==> config.mk <==
export PLATFORM = sky130hd
export DESIGN_NAME = seq_mult_flat
export DESIGN_NICKNAME = d
export VERILOG_FILES = /design/src/rtl/seq_mult_if.sv /design/src/rtl/seq_mult.sv /design/src/flat_wrapper.sv
export SDC_FILE = /design/constraint.sdc
export NUM_CORES = 1
export LEC_CHECK = 0
export ABC_AREA = 0
export CORE_MARGIN = 2
export CORE_UTILIZATION = 40
export DETAILED_ROUTE_END_ITERATION = 10
export SLEW_MARGIN = 5
export SYNTH_ARGS = -nofsm -noshare
export SYNTH_HDL_FRONTEND = slang
export SYNTH_SLANG_ARGS = --single-unit
==> constraint.sdc <==
create_clock -name clk -period 4.2 [get_ports clk]
set_clock_uncertainty 0.1 [all_clocks]
set_input_delay 1.26 -clock clk [delete_from_list [all_inputs] [get_ports clk]]
set_output_delay 1.26 -clock clk [all_outputs]
set_load 0.02 [all_outputs]
==> src/rtl/seq_mult_if.sv <==
// Operand/product handshake bundle for seq_mult.
// Both sides use valid/ready: a transfer happens on a rising edge where valid && ready.
interface seq_mult_if #(
    parameter int WIDTH = 8
);
    logic                 in_valid;
    logic                 in_ready;
    logic                 in_signed;
    logic [WIDTH-1:0]     inp1;
    logic [WIDTH-1:0]     inp2;
    logic                 out_valid;
    logic                 out_ready;
    logic [2*WIDTH-1:0]   product;
    logic                 busy;

    modport master (
        output in_valid, in_signed, inp1, inp2, out_ready,
        input  in_ready, out_valid, product, busy
    );

    modport slave (
        input  in_valid, in_signed, inp1, inp2, out_ready,
        output in_ready, out_valid, product, busy
    );
endinterface

==> src/rtl/seq_mult.sv <==
// Sequential shift-add multiplier, one multiplier bit per clock, unsigned or signed per operation.
// Signed operands are multiplied as magnitudes and the sign is applied when the product is loaded.
module seq_mult #(
    parameter int WIDTH = 8
) (
    input  logic       clk,
    input  logic       rst_n,
    seq_mult_if.slave  bus,
    output logic [1:0] o_dbg_state
);
    localparam int CNT_W = (WIDTH > 1) ? $clog2(WIDTH) : 1;
    localparam logic [CNT_W-1:0] LAST_BIT = CNT_W'(WIDTH - 1);

    typedef enum logic [1:0] {
        S_IDLE = 2'd0,
        S_BUSY = 2'd1,
        S_DONE = 2'd2
    } state_t;

    state_t               r_state;
    state_t               w_next;
    logic [2*WIDTH-1:0]   r_mcand;
    logic [2*WIDTH-1:0]   r_acc;
    logic [2*WIDTH-1:0]   r_product;
    logic [2*WIDTH-1:0]   w_sum;
    logic [WIDTH-1:0]     r_mplier;
    logic [WIDTH-1:0]     w_abs1;
    logic [WIDTH-1:0]     w_abs2;
    logic [CNT_W-1:0]     r_cnt;
    logic                 r_neg;
    logic                 r_in_ready;
    logic                 r_out_valid;
    logic                 r_busy;
    logic                 w_last;
    logic                 w_neg;

    always_comb begin
        w_next = r_state;
        w_last = (r_cnt == LAST_BIT);
        w_sum  = r_acc + (r_mplier[0] ? r_mcand : '0);
        // -(-2^(WIDTH-1)) wraps back to 2^(WIDTH-1), which is the correct unsigned magnitude
        w_abs1 = (bus.in_signed && bus.inp1[WIDTH-1]) ? -bus.inp1 : bus.inp1;
        w_abs2 = (bus.in_signed && bus.inp2[WIDTH-1]) ? -bus.inp2 : bus.inp2;
        w_neg  = bus.in_signed & (bus.inp1[WIDTH-1] ^ bus.inp2[WIDTH-1]);
        case (r_state)
            S_IDLE:  if (bus.in_valid)  w_next = S_BUSY;
            S_BUSY:  if (w_last)        w_next = S_DONE;
            S_DONE:  if (bus.out_ready) w_next = S_IDLE;
            default:                    w_next = S_IDLE;
        endcase
    end

    always_ff @(posedge clk or negedge rst_n) begin
        if (!rst_n) begin
            r_state     <= S_IDLE;
            r_mcand     <= '0;
            r_acc       <= '0;
            r_product   <= '0;
            r_mplier    <= '0;
            r_cnt       <= '0;
            r_neg       <= 1'b0;
            r_in_ready  <= 1'b1;
            r_out_valid <= 1'b0;
            r_busy      <= 1'b0;
        end else begin
            r_state     <= w_next;
            r_in_ready  <= (w_next == S_IDLE);
            r_out_valid <= (w_next == S_DONE);
            r_busy      <= (w_next != S_IDLE);
            case (r_state)
                S_IDLE: begin
                    if (bus.in_valid) begin
                        r_mcand  <= {{WIDTH{1'b0}}, w_abs1};
                        r_mplier <= w_abs2;
                        r_neg    <= w_neg;
                        r_acc    <= '0;
                        r_cnt    <= '0;
                    end
                end
                S_BUSY: begin
                    r_acc    <= w_sum;
                    r_mcand  <= r_mcand << 1;
                    r_mplier <= r_mplier >> 1;
                    r_cnt    <= r_cnt + CNT_W'(1);
                    if (w_last) begin
                        r_product <= r_neg ? -w_sum : w_sum;
                    end
                end
                default: ;
            endcase
        end
    end

    assign bus.in_ready  = r_in_ready;
    assign bus.out_valid = r_out_valid;
    assign bus.product   = r_product;
    assign bus.busy      = r_busy;
    assign o_dbg_state   = r_state;
endmodule

==> src/flat_wrapper.sv <==
// flat-port wrapper written by rule: the top's interface ports become plain ports
module seq_mult_flat 
#(
    parameter int WIDTH = 8
)
  (clk, rst_n, o_dbg_state, bus_in_valid, bus_in_signed, bus_inp1, bus_inp2, bus_out_ready, bus_in_ready, bus_out_valid, bus_product, bus_busy);
  seq_mult_if #(.WIDTH(WIDTH)) bus_i ();
  input  logic clk;
  input  logic rst_n;
  output logic [1:0] o_dbg_state;
  input wire logic [$bits(bus_i.in_valid)-1:0] bus_in_valid;
  input wire logic [$bits(bus_i.in_signed)-1:0] bus_in_signed;
  input wire logic [$bits(bus_i.inp1)-1:0] bus_inp1;
  input wire logic [$bits(bus_i.inp2)-1:0] bus_inp2;
  input wire logic [$bits(bus_i.out_ready)-1:0] bus_out_ready;
  output wire logic [$bits(bus_i.in_ready)-1:0] bus_in_ready;
  output wire logic [$bits(bus_i.out_valid)-1:0] bus_out_valid;
  output wire logic [$bits(bus_i.product)-1:0] bus_product;
  output wire logic [$bits(bus_i.busy)-1:0] bus_busy;
  assign bus_i.in_valid = bus_in_valid;
  assign bus_i.in_signed = bus_in_signed;
  assign bus_i.inp1 = bus_inp1;
  assign bus_i.inp2 = bus_inp2;
  assign bus_i.out_ready = bus_out_ready;
  assign bus_in_ready = bus_i.in_ready;
  assign bus_out_valid = bus_i.out_valid;
  assign bus_product = bus_i.product;
  assign bus_busy = bus_i.busy;
  seq_mult #(.WIDTH(WIDTH)) u_core (.clk(clk), .rst_n(rst_n), .bus(bus_i), .o_dbg_state(o_dbg_state));
endmodule
==> flow_summary.json, run 1 <==
{
  "status": "finished, final reports clean",
  "critPathTopFamily": "simple AND/OR/NAND/NOR gates",
  "cts_root_buf": "clkbuf_8",
  "yosys-top-cells-area": "dfrtp_1 (41%), ha_1 (6.4%), o21ai_0 (5.9%)",
  "ff2ff_path_depth": 12,
  "ctsHoldBuffers": 0,
  "drcViolationCount": 0,
  "dpl.hpwl_um": 6100,
  "via_per_inst": 5.18,
  "yosys.area.top_type": "dfrtp_1",
  "syn_area_per_cell_um2": 9.13,
  "slew_headroom_pct": 27.0,
  "core_um2": 9640,
  "clk_latency_ps": 360,
  "ctsHtreeMaxLevel": 3,
  "synthCells": 429,
  "period_minus_slack_ps": 3760,
  "antenna_found_initial": 0,
  "start_util_pct": 40.6,
  "async_flop_share_pct": 100,
  "fin_ws_ps": 437,
  "wl_um": 8420,
  "synth_fp_nets": 471,
  "yosysWarnings": 0,
  "max-cap-violations": 0,
  "ir_drop_v": 0.000250,
  "utilization_pct": 48.2,
  "cp-endpoint": "u_core.bus.product[15]$_DFFE_PN0P_",
  "final_cell_count_no_fill": 604,
  "cts_buffers": 9,
  "regToRegStartpoint": "u_core.r_mplier[0]$_DFFE_PN0P_",
  "avgRoutedWirePerCell_um": 13.9,
  "dp.cells": 588,
  "final_area_um2": 4650,
  "tritoncts": "yes",
  "cts_resized": 0,
  "dieArea_um2": 10600,
  "synth-seq-cells": 65,
  "grt_max_degree": 58,
  "setup-tns-final_ps": 0,
  "path_cells": "and2_1, ha_1, fa_1, a21oi_2, o21bai_1, xor2_1, or3_1, nor4_2, nand4_1, or3b_1, and3_1, o31ai_2",
  "die_w_um": 103,
  "clk_pin_slew_worst_paths_ps": 80,
  "synth_ff_type": "dfrtp_1",
  "r2r_end": "u_core.bus.product[15]$_DFFE_PN0P_",
  "power.density_nw_per_um2": 697,
  "diodes": 0,
  "syn_area_um2": 3920,
  "overflow": 0,
  "grt_pass1_wl_um": 13800,
  "area.growth.synth_to_final_pct": 18.7,
  "cp-startpoint": "u_core.r_mplier[0]$_DFFE_PN0P_",
  "cp.arrival_ps": 3930,
  "track_usage_pct": 16.5,
  "firstDrtPassIters": 4,
  "period_share_pct": 89.6,
  "dp_slack_ps": 452,
  "placed_area_um2": 4460,
  "slowest_stage": "dfrtp_1",
  "drv_slew": 0,
  "total_power_mw": 3.24,
  "yosysUniqueCellTypes": 58,
  "fp.dieH_um": 103,
  "tightest_slew_ps": 1100,
  "ant_nets": 0,
  "finalSetupViolations": 0,
  "num_io_pins": 42,
  "place_congestion": 0.874,
  "slowest_delay_ps": 550,
  "hold_slack_ps": 379,
  "final_cell_mix": "dfrtp_1 (64), nand2_1 (54), o21ai_0 (46)",
  "synth_edf_count": 0,
  "required_ps": 4370,
  "r2r_slack_ps": 440,
  "worstPathMaxFanout": 18,
  "crit_buf_inv": 0,
  "crit_path_start_kind": "flip-flop",
  "p_leak_nw": 2.01,
  "final_nets": 508,
  "yosys.area.top_type_share_pct": 40.9,
  "worst-path-stages": 12,
  "cts_max_path_buffers": 2,
  "drtIter0Drc": 123,
  "synth-seq-area-share_pct": 41.6,
  "vias": 3129,
  "rows": 36,
  "layout_commonest_cell": "dfrtp_1",
  "rsz0062_at_grt": "no",
  "hold_violations": 0,
  "grt_pass1_vias": 2891,
  "hold_class": "flip-flop to flip-flop",
  "worstSetupEndpointType": "flip-flop",
  "critPathKind": "flip-flop to flip-flop",
  "cts_setup_buffers": 0,
  "max_freq_mhz": 266,
  "cts_sinks": 65,
  "numPortBuffers": 41,
  "drive_above_1_share_pct": 8.92
}
## cell families after synthesis
family / Yosys count / share of synthesized area [%]
DFF: 65 / 41.6
buffers and inverters: 35 / 3.39
xor gates and xnor gates: 32 / 7.35
adders and majority gates: 21 / 6.90
and+or+nand+nor: 139 / 17.4
AOI/OAI and AO/OA: 135 / 22.8
muxes: 2 / 0.543
## final cells by class
| cell class | count | area, um^2 |
|---|---|---|
| repair buffers | 46 | 443 |
| clock inverters | 7 | 60.1 |
| multi-input cells | 329 | 2170 |
| inverters | 15 | 56.3 |
| flip-flops and latches | 65 | 1630 |
| clock buffers | 9 | 124 |
| fillers | 963 | 4990 |
| well taps | 133 | 166 |
## Yosys cell counts (2+ instances only)
cell / n
a21o_1: 3
a21oi_1: 35
a21oi_2: 2
a22o_1: 20
a31oi_1: 3
and2_1: 16
and3_1: 2
buf_1: 4
clkbuf_1: 15
dfrtp_1: 64
ha_1: 20
inv_1: 15
nand2_1: 54
nand2b_1: 4
nand3_1: 11
nand3b_1: 3
nand4_1: 3
nor2_1: 20
nor2b_1: 3
nor3_1: 9
o211ai_1: 2
o21ai_0: 46
o21ai_1: 3
o21bai_1: 3
o31ai_1: 3
or3_1: 5
xnor2_1: 18
xor2_1: 13
## layer usage
| layer | vias to the layer above | wire length (um) | track usage [%] |
|---|---|---|---|
| li1 | 1597 | - | - |
| met1 | 1466 | 4330 | 23.7 |
| met2 | 56 | 3670 | 25.2 |
| met3 | 10 | 332 | 3.93 |
| met4 | 0 | 86 | 4.15 |
| met5 | - | 0 | 0 |
## flip-flops by register name (all words and copies together) (netlist names)
register,count
u_core.r_cnt,3
u_core.r_neg,1
u_core.r_mplier,8
u_core.bus.in_ready,1
u_core.bus.product,16
u_core.bus.out_valid,1
u_core.bus.busy,1
u_core.r_mcand,16
u_core.r_acc,16
u_core.o_dbg_state,2
## where the power goes
group          internal, mW  switching, mW  leakage (nW)
registers             0.886          0.192         0.837
logic                 0.702          0.956          1.08
clock network         0.224          0.278        0.0848
## worst min-delay path, cell delays in order (launching register included)
cell and delay (ps):
dfrtp_1 350, nand2_1 40, o21ai_0 50
## how the worst min path moves through the flow
stage,to,from,cells after the start
CTS,u_core.bus.product[8]$_DFFE_PN0P_,u_core.bus.product[8]$_DFFE_PN0P_,2
floorplan,u_core.r_mplier[2]$_DFFE_PN0P_,u_core.r_mplier[2]$_DFFE_PN0P_,2
global route,u_core.bus.product[0]$_DFFE_PN0P_,u_core.bus.product[0]$_DFFE_PN0P_,2
detailed placement,u_core.bus.product[8]$_DFFE_PN0P_,u_core.bus.product[8]$_DFFE_PN0P_,2
global placement,u_core.bus.product[6]$_DFFE_PN0P_,u_core.bus.product[6]$_DFFE_PN0P_,2
finish,u_core.bus.product[6]$_DFFE_PN0P_,u_core.bus.product[6]$_DFFE_PN0P_,2
Note: power is estimated with default switching activity, not from simulation.
==> run 2: changes to the inputs <==
- GPL_ROUTABILITY_DRIVEN: unset -> 0
==> flow_summary.json, run 2 (synthesis results as in run 1) <==
{
  "status": "finished, final reports clean",
  "pwr-share-seq_pct": 32.4,
  "avgRoutedWirePerCell_um": 13.8,
  "hold_slack_ps": 376,
  "numPortBuffers": 41,
  "firstDrtPassIters": 4,
  "setup-tns-final_ps": 0,
  "via_per_inst": 5.09,
  "cts_sinks": 65,
  "final_cell_mix": "dfrtp_1 (64), nand2_1 (54), o21ai_0 (46)",
  "p_leak_nw": 2.03,
  "utilization_pct": 48.6,
  "slew_headroom_pct": 30.1,
  "min_to": "u_core.bus.product[8]$_DFFE_PN0P_",
  "r2r_slack_ps": 450,
  "final_nets": 509,
  "antenna_found_initial": 0,
  "ctsHtreeMaxLevel": 3,
  "tightest_slew_ps": 1050,
  "regToRegStartpoint": "u_core.r_mplier[0]$_DFFE_PN0P_",
  "cts_buffers": 9,
  "hold_violations": 0,
  "grt_pass1_vias": 3050,
  "drtIter0Drc": 101,
  "period_share_pct": 89.4,
  "drcViolationCount": 0,
  "cts_setup_buffers": 0,
  "layout_commonest_cell": "dfrtp_1",
  "clk_pin_slew_worst_paths_ps": 80,
  "drive_above_1_share_pct": 9.11,
  "cts_root_buf": "clkbuf_8",
  "cp.arrival_ps": 3910,
  "period_minus_slack_ps": 3750,
  "max_freq_mhz": 266,
  "overflow": 0,
  "rsz0062_at_grt": "no",
  "ant_nets": 0,
  "max-cap-violations": 0,
  "start_util_pct": 40.6,
  "required_ps": 4350,
  "dpl.hpwl_um": 6240,
  "placed_area_um2": 4470,
  "total_power_mw": 3.32,
  "grt_pass1_wl_um": 14100,
  "dp_slack_ps": 453,
  "worstSetupEndpointType": "flip-flop",
  "rows": 36,
  "num_io_pins": 42,
  "power.density_nw_per_um2": 707,
  "netSwitchingFraction_pct": 41.9,
  "wl_um": 8330,
  "cts_resized": 0,
  "worstPathMaxFanout": 18,
  "combPwrFrac_pct": 50.0,
  "final_cell_count_no_fill": 605,
  "diodes": 0,
  "grt_max_degree": 50,
  "finalSetupViolations": 0,
  "ff2ff_path_depth": 12,
  "ir_drop_v": 0.000205,
  "tritoncts": "yes",
  "clk_latency_ps": 350,
  "drv_slew": 0,
  "dp.cells": 589,
  "intPower_mw": 1.93,
  "core_um2": 9640,
  "dieArea_um2": 10600,
  "die_w_um": 103,
  "final_area_um2": 4690,
  "track_usage_pct": 17.0,
  "critPathKind": "flip-flop to flip-flop",
  "cts_max_path_buffers": 2,
  "hold_class": "flip-flop to flip-flop",
  "r2r_end": "u_core.bus.product[15]$_DFFE_PN0P_",
  "fp.dieH_um": 103,
  "ctsHoldBuffers": 0,
  "min_from": "u_core.bus.product[8]$_DFFE_PN0P_",
  "fill_cells": 961,
  "crit_path_start_kind": "flip-flop",
  "fin_ws_ps": 446,
  "power.switching_mw": 1.39,
  "worstHoldPathCells": 2,
  "vias": 3079,
  "area.growth.synth_to_final_pct": 19.8,
  "p_clk_share_pct": 17.6
}
[run 2: changes by cell type in the layout (fill, tap and decap cells not counted), sizes merged]
| cell | previous run | this run |
|---|---|---|
| buf | 6 | 7 |
| bufinv | 0 | 2 |
| clkinv | 0 | 4 |
| clkinvlp | 3 | 1 |
| inv | 19 | 15 |
[run 2: layout make-up]
class,count,area (um^2),share of cell area (%)
clock buffer,9,124,2.64
clock inverter,7,95.1,2.03
inverter,15,56.3,1.20
multi-input combinational,329,2170,46.3
sequential,65,1630,34.7
tap,133,166,3.55
timing repair buffer,47,450,9.61
[run 2: layer usage]
metal	wire length (um)	track usage, %	up-vias
met1	4020	22.4	1419
met4	185	5.87	0
li1	-	-	1594
met5	0	0	-
met2	3790	27.2	54
met3	330	4.47	12
[run 2: worst max path at each step]
| stage | cells after the start | slack, ps | start | end |
|---|---|---|---|---|
| 2_1_floorplan | 12 | 870 | u_core.r_mplier[0]$_DFFE_PN0P_ | u_core.bus.product[15]$_DFFE_PN0P_ |
| 4_1_cts | 12 | 410 | u_core.r_mplier[0]$_DFFE_PN0P_ | u_core.bus.product[15]$_DFFE_PN0P_ |
| 3_3_place_gp | 12 | 520 | u_core.r_mplier[0]$_DFFE_PN0P_ | u_core.bus.product[15]$_DFFE_PN0P_ |
| 6_report | 12 | 450 | u_core.r_mplier[0]$_DFFE_PN0P_ | u_core.bus.product[15]$_DFFE_PN0P_ |
| 5_1_grt | 12 | 140 | u_core.r_mplier[0]$_DFFE_PN0P_ | u_core.bus.product[15]$_DFFE_PN0P_ |
| 3_5_place_dp | 12 | 450 | u_core.r_mplier[0]$_DFFE_PN0P_ | u_core.bus.product[15]$_DFFE_PN0P_ |
[run 2: critical path: stages (launching register included)]
cell and delay (ps):
dfrtp_1 540, and2_1 240, ha_1 200, fa_1 430, a21oi_2 220, o21bai_1 100, xor2_1 190, or3_1 450
nor4_2 210, nand4_1 170, or3b_1 420, and3_1 200, o31ai_2 200
[run 2: power groups by stage]
| stage | logic (mW) | clock network, mW | registers (mW) |
|---|---|---|---|
| 2_1_floorplan | 1.11 | 0 | 1.12 |
| 3_3_place_gp | 1.64 | 0 | 1.08 |
| 3_5_place_dp | 1.67 | 0 | 1.09 |
| 4_1_cts | 1.67 | 0.600 | 1.08 |
| 5_1_grt | 1.86 | 0.627 | 1.11 |
| 6_report | 1.66 | 0.585 | 1.07 |
